$ cat src/rtl/ibuf_pkg.sv
// Shared state encoding and default sizing for the instruction-buffer issue controller.
package ibuf_pkg;

    localparam int IBUF_DEPTH   = 16;
    localparam int IBUF_FETCH_W = 4;
    localparam int IBUF_ISSUE_W = 4;
    localparam int CNT_W        = 3;

    typedef enum logic [1:0] {
        ST_INIT  = 2'd0,
        ST_RUN   = 2'd1,
        ST_DRAIN = 2'd2
    } ibuf_state_e;

endpackage

$ cat src/rtl/ibuf_min3.sv
// Three-input unsigned minimum; shared with decode-side arbitration.
module ibuf_min3 #(
    parameter int W = 3
) (
    input  logic [W-1:0] i_a,
    input  logic [W-1:0] i_b,
    input  logic [W-1:0] i_c,
    output logic [W-1:0] o_min
);

    logic [W-1:0] w_ab;

    always_comb begin
        w_ab  = (i_a < i_b) ? i_a : i_b;
        o_min = (w_ab < i_c) ? w_ab : i_c;
    end

endmodule

$ cat src/rtl/ibuf_issue_ctrl.sv
// Occupancy/flow controller for the 4-in/4-out instruction buffer: write/read counts,
// fetch backpressure, issue-valid mask and flush/redirect sequencing.
module ibuf_issue_ctrl
    import ibuf_pkg::*;
#(
    parameter  int DEPTH   = IBUF_DEPTH,
    parameter  int FETCH_W = IBUF_FETCH_W,
    parameter  int ISSUE_W = IBUF_ISSUE_W,
    localparam int OCC_W   = $clog2(DEPTH + 1)
) (
    input  logic               clk,
    input  logic               reset,
    input  logic               fetch_valid,
    input  logic [CNT_W-1:0]   fetch_cnt,
    output logic               fetch_ready,
    input  logic [CNT_W-1:0]   dec_ready_cnt,
    input  logic               flush,
    input  logic               redirect_done,
    output logic [CNT_W-1:0]   buf_wen,
    output logic [CNT_W-1:0]   buf_ren,
    output logic               buf_clear,
    output logic [ISSUE_W-1:0] issue_valid,
    output logic [OCC_W-1:0]   occupancy,
    output logic               empty,
    output logic               full,
    output logic               proto_err
);

    ibuf_state_e          r_state;
    ibuf_state_e          w_state_next;
    logic [OCC_W-1:0]     r_occ;
    logic                 r_proto_err;

    logic [OCC_W:0]       w_room;
    logic                 w_room_ok;
    logic [CNT_W-1:0]     w_wcnt;
    logic [CNT_W-1:0]     w_occ_cnt;
    logic [CNT_W-1:0]     w_ren_min;
    logic [OCC_W:0]       w_occ_sum;
    logic [OCC_W-1:0]     w_occ_next;
    logic                 w_set_err;

    function automatic logic [CNT_W-1:0] clamp_fetch(input logic [CNT_W-1:0] cnt);
        return (cnt > CNT_W'(FETCH_W)) ? CNT_W'(FETCH_W) : cnt;
    endfunction

    // Occupancy narrowed to count width; anything beyond ISSUE_W cannot be popped anyway.
    function automatic logic [CNT_W-1:0] sat_occ_cnt(input logic [OCC_W-1:0] occ);
        return (occ > OCC_W'(ISSUE_W)) ? CNT_W'(ISSUE_W) : occ[CNT_W-1:0];
    endfunction

    function automatic logic [OCC_W-1:0] sat_occ(input logic [OCC_W:0] sum);
        return (sum > (OCC_W+1)'(DEPTH)) ? OCC_W'(DEPTH) : sum[OCC_W-1:0];
    endfunction

    assign w_room    = (OCC_W+1)'(DEPTH) - {1'b0, r_occ};
    assign w_room_ok = (w_room >= (OCC_W+1)'(FETCH_W));
    assign w_wcnt    = clamp_fetch(fetch_cnt);
    assign w_occ_cnt = sat_occ_cnt(r_occ);

    ibuf_min3 #(
        .W (CNT_W)
    ) u_ren_min (
        .i_a   (w_occ_cnt),
        .i_b   (dec_ready_cnt),
        .i_c   (CNT_W'(ISSUE_W)),
        .o_min (w_ren_min)
    );

    // State register
    always_ff @(posedge clk) begin
        if (reset) begin
            r_state <= ST_INIT;
        end else begin
            r_state <= w_state_next;
        end
    end

    // Next-state logic
    always_comb begin
        w_state_next = r_state;
        case (r_state)
            ST_INIT:  w_state_next = ST_RUN;
            ST_RUN:   if (flush) w_state_next = ST_DRAIN;
            ST_DRAIN: begin
                if (flush) begin
                    w_state_next = ST_DRAIN;
                end else if (redirect_done) begin
                    w_state_next = ST_RUN;
                end
            end
            default:  w_state_next = ST_INIT;
        endcase
    end

    // Output logic: zero-latency FIFO control from registered state plus inputs
    always_comb begin
        fetch_ready = 1'b0;
        buf_wen     = '0;
        buf_ren     = '0;
        buf_clear   = 1'b0;
        w_set_err   = 1'b0;
        if (reset) begin
            buf_clear = 1'b1;
        end else begin
            case (r_state)
                ST_INIT: buf_clear = 1'b1;
                ST_RUN: begin
                    fetch_ready = w_room_ok;
                    if (flush) begin
                        buf_clear = 1'b1;
                    end else begin
                        buf_wen   = (fetch_valid && w_room_ok) ? w_wcnt : '0;
                        buf_ren   = w_ren_min;
                        w_set_err = fetch_valid && (!w_room_ok || (fetch_cnt > CNT_W'(FETCH_W)));
                    end
                end
                ST_DRAIN: buf_clear = flush;
                default:  buf_clear = 1'b1;
            endcase
        end
    end

    always_comb begin
        issue_valid = '0;
        for (int i = 0; i < ISSUE_W; i++) begin
            issue_valid[i] = (CNT_W'(i) < buf_ren);
        end
    end

    assign w_occ_sum  = {1'b0, r_occ} + (OCC_W+1)'(buf_wen) - (OCC_W+1)'(buf_ren);
    assign w_occ_next = sat_occ(w_occ_sum);

    always_ff @(posedge clk) begin
        if (reset || buf_clear) begin
            r_occ <= '0;
        end else begin
            r_occ <= w_occ_next;
        end
    end

    always_ff @(posedge clk) begin
        if (reset) begin
            r_proto_err <= 1'b0;
        end else if (w_set_err) begin
            r_proto_err <= 1'b1;
        end
    end

    assign occupancy = r_occ;
    assign proto_err = r_proto_err;
    assign empty     = (r_occ == '0);
    assign full      = (r_occ == OCC_W'(DEPTH));

endmodule

$ cat config.mk
export PLATFORM = sky130hd
export DESIGN_NAME = ibuf_issue_ctrl
export DESIGN_NICKNAME = d
export VERILOG_FILES = /design/src/rtl/ibuf_pkg.sv /design/src/rtl/ibuf_min3.sv /design/src/rtl/ibuf_issue_ctrl.sv
export SDC_FILE = /design/constraint.sdc
export NUM_CORES = 1
export LEC_CHECK = 0
export ABC_CLOCK_PERIOD_IN_PS = 4550
export CORE_UTILIZATION = 44
export DETAILED_ROUTE_END_ITERATION = 7
export PLACE_DENSITY = 0.75
export RECOVER_POWER = 100
export SKIP_CTS_REPAIR_TIMING = 1
export SYNTH_ARGS = -nofsm -noshare
export SYNTH_HDL_FRONTEND = slang
export SYNTH_HIERARCHICAL = 1
export SYNTH_SLANG_ARGS = --single-unit
$ cat constraint.sdc
create_clock -name clk -period 4.55 [get_ports clk]
set_input_delay 0.91 -clock clk [delete_from_list [all_inputs] [get_ports clk]]
set_output_delay 0.91 -clock clk [all_outputs]
set_load 0.05 [all_outputs]
==> results of run 1 <==
## power by group through the flow
stage	Clock (mW)	Sequential (mW)	Combinational (mW)
6_report	0.0607	0.0916	0.327
5_1_grt	0.0654	0.0933	0.356
4_1_cts	0.0628	0.0910	0.283
3_5_place_dp	0	0.0926	0.282
3_3_place_gp	0	0.0913	0.270
2_1_floorplan	0	0.101	0.185
## cells in the final DEF, fill, tap and decap left out, types with 3 or more instances in the layout
master and instances:
a21o_1 4, a21oi_1 5, buf_12 5, buf_4 29, buf_8 3, clkbuf_4 3
clkdlybuf4s50_1 9, conb_1 5, dfxtp_1 4, dlygate4sd3_1 10, ha_1 15, ha_4 4
inv_1 19, nand2_1 6, nand2b_1 4, nor2_1 8, nor4_2 3, o21ai_0 3
## kinds of logic (layout without fill, tap and decap cells)
family,count (synthesis),after routing,share of synthesized area
XOR/XNOR,3,3,0.02266
adder cells (fa/ha/maj),22,22,0.2567
flip-flops,8,8,0.1381
multiplexers,5,5,0.04962
AO/OA/AOI/OAI,28,28,0.1963
AND/OR/NAND/NOR,48,48,0.2449
buffers and inverters,25,86,0.08522
other,2,5,0.006475
## area by class of cell
cell class | count | area [um^2]
inverters | 23 | 98.84
fillers | 164 | 493.0
repair buffers | 59 | 589.3
flip-flops and latches | 8 | 170.2
clock buffers | 4 | 26.28
well taps | 30 | 37.54
multi-input cells | 111 | 1062
## worst paths after layout
kind / slack, ns / end / depth (start not counted) / startpoint
hold / removal: 0.49 / proto_err / 2 / proto_err
hold reg to reg: 0.49 / proto_err / 2 / proto_err
setup reg to reg: -0.23 / occupancy[1] / 20 / occupancy[3]
setup / recovery: -0.25 / occupancy[1] / 18 / dec_ready_cnt[1]
## sequential cells by signal, summed over array words and instances (netlist names)
register,flops
occupancy,5
proto_err,1
r_state,2
## routing by layer
layer  wire [um]  global-route usage  vias up
met5           0                   0        -
met4          40             0.05702        0
li1            -                   -      611
met3         163             0.05747        6
met2        1703              0.4333       35
met1        1380              0.2615      588
## critical path: cells and delay by family
family          cells  cell delay [ns]
buf+inv             3             0.17
mux                 2             0.65
simple gates        4             0.70
compound gates      5             1.20
fa+ha+maj           4             1.30
## metrics by stage
stage                     TNS, ns  worst slack [ns]  hold slack, ns  std cells
after floorplan           -0.1938          -0.06631          0.5182        144
after global placement     -4.210           -0.6581          0.4654        225
after detailed placement   -5.169           -0.8180          0.4786        225
after CTS                  -3.858           -0.5527          0.4870        229
after global routing       -1.707           -0.4544          0.5173        235
final                     -0.7984           -0.2546          0.4853        235
==> flow_summary.toml, run 1 <==
[worst_setup_path]
arrival_ns = 4.94
crit_path_start_kind = "input pin"
cp_cell_sequence = "buf_8 -> inv_8 -> ha_4 -> a21o_1 -> a21oi_4 -> mux2_4 -> ha_4 -> or3_4 -> o221ai_4 -> mux2_4 -> and2_4 -> fa_1 -> inv_1 -> ha_1 -> a211o_1 -> a2111oi_4 -> nor3_4 -> nor4_1"
end_kind = "register"
worst_path_largest_cell_delay_ns = 0.56
worst-setup-path-type = "in -> reg"
cp.required_ns = 4.69
crit_fanout = 4
cp_slowest_cell = "fa_1"

[logic_synthesis]
yosysWarnings = 6
synthFlopType = "dfxtp_1"
synth_common_cells = "inv_1 (23), ha_1 (19), nor2_1 (9), dfxtp_1 (8), nand2_1 (7)"
syn_inst = 141
synth_top_area_cell = "ha_1"
synth.most_common_cell = "inv_1"
synth.distinct_cells = 47
yosys.area.top_type_share = 0.2050
synthTopCellsByArea = "ha_1 (20%), dfxtp_1 (14%), inv_1 (7.4%)"
ys_ff_latch = 8
ys_async_sr_fraction = 0
synth-edff-count = 0
syn_area_per_cell_um2 = 8.226
seq_area_frac_synth = 0.1381
syn-cell-area_um2 = 1160

[placement]
placed_cell_area_um2 = 1773
dp_hpwl_um = 2570
port-buffer-count = 30
place_congestion = 0.8056

[clock_network]
cts.clk_slew.worst_paths_ns = 0.06
htree_levels = 1
clockRootBuffer = "clkbuf_4"
cts_buffers = 3
cts.sinks = 8
clkLatencyLatePin_ns = 0.26
cts_tree = "yes"
clk_path_buf_depth = 2

[die]
initial_utilization = 0.4682
rows = 18
core_um2 = 2477
die_h_um = 53.34
die_w_um = 53.34
io_pins = 31
die_area_um2 = 2845

[power]
p_int_uw = 263.1
ir_drop_v = 0.0003131
leakage_nw = 0.9416
p_per_area_nw_per_um2 = 241.7
power.net_switching_uw = 216.5
clkPwrFrac = 0.127
comb_power_share = 0.683
sw_frac_of_total = 0.4514
pwr-share-seq = 0.191
p_total_uw = 479.6

[sta]
layout_min_cycle_time_ns = 4.805
finalWorstSetupSlack_ns = -0.2546
tightestPinTransition_ns = 0.5033
finalMaxSlewViolations = 0
timing.final.crit_share = 1.056
rsz0062_at_grt = "true"
max_freq_mhz = 208.1
relSlewSlack = 0.6634
fin_worst_skew_ns = 0.01088
hold_viol = 0
setup_viol = 6

[finish]
design_area_um2 = 1984
drive_gt1_frac = 0.3756
diodes = 0
area_growth_pct = 71.09
postLayoutCoreUtil = 0.8010
fin_nets = 239

[status]
violations = "setup timing"
status = "finished with violations"

[detailed_routing]
drt_wl_total_um = 3288
drtPass1Iterations = 4
drt-vias-per-instance = 5.277
routedWlPerCell_um = 13.99
drc = 0
ant_nets = 0
vias = 1240
drt_iter0_drc = 13

[global_routing]
grt_first_pass_wirelength_um = 4968
grt_start_max_net_pins = 11
grt_pass1_vias = 1233
grt_overflow = 0
grtUsageTotal = 0.2341
antenna_found_initial = 0

[worst_hold_path]
hold_path.class = "reg -> reg"

[flow_run]
cap_violations = 0
Power figures use the tool's default switching activity.
==> run 2, diff against run 1 <==
--- a/config.mk
+++ b/config.mk
@@ -8,6 +8,7 @@
 export ABC_CLOCK_PERIOD_IN_PS = 4550
 export CORE_UTILIZATION = 44
 export DETAILED_ROUTE_END_ITERATION = 7
+export HOLD_SLACK_MARGIN = 0.1
 export PLACE_DENSITY = 0.75
 export RECOVER_POWER = 100
 export SKIP_CTS_REPAIR_TIMING = 1
==> results of run 2 <==
No change in the layout: final DEF, timing and power equal those of run 1.
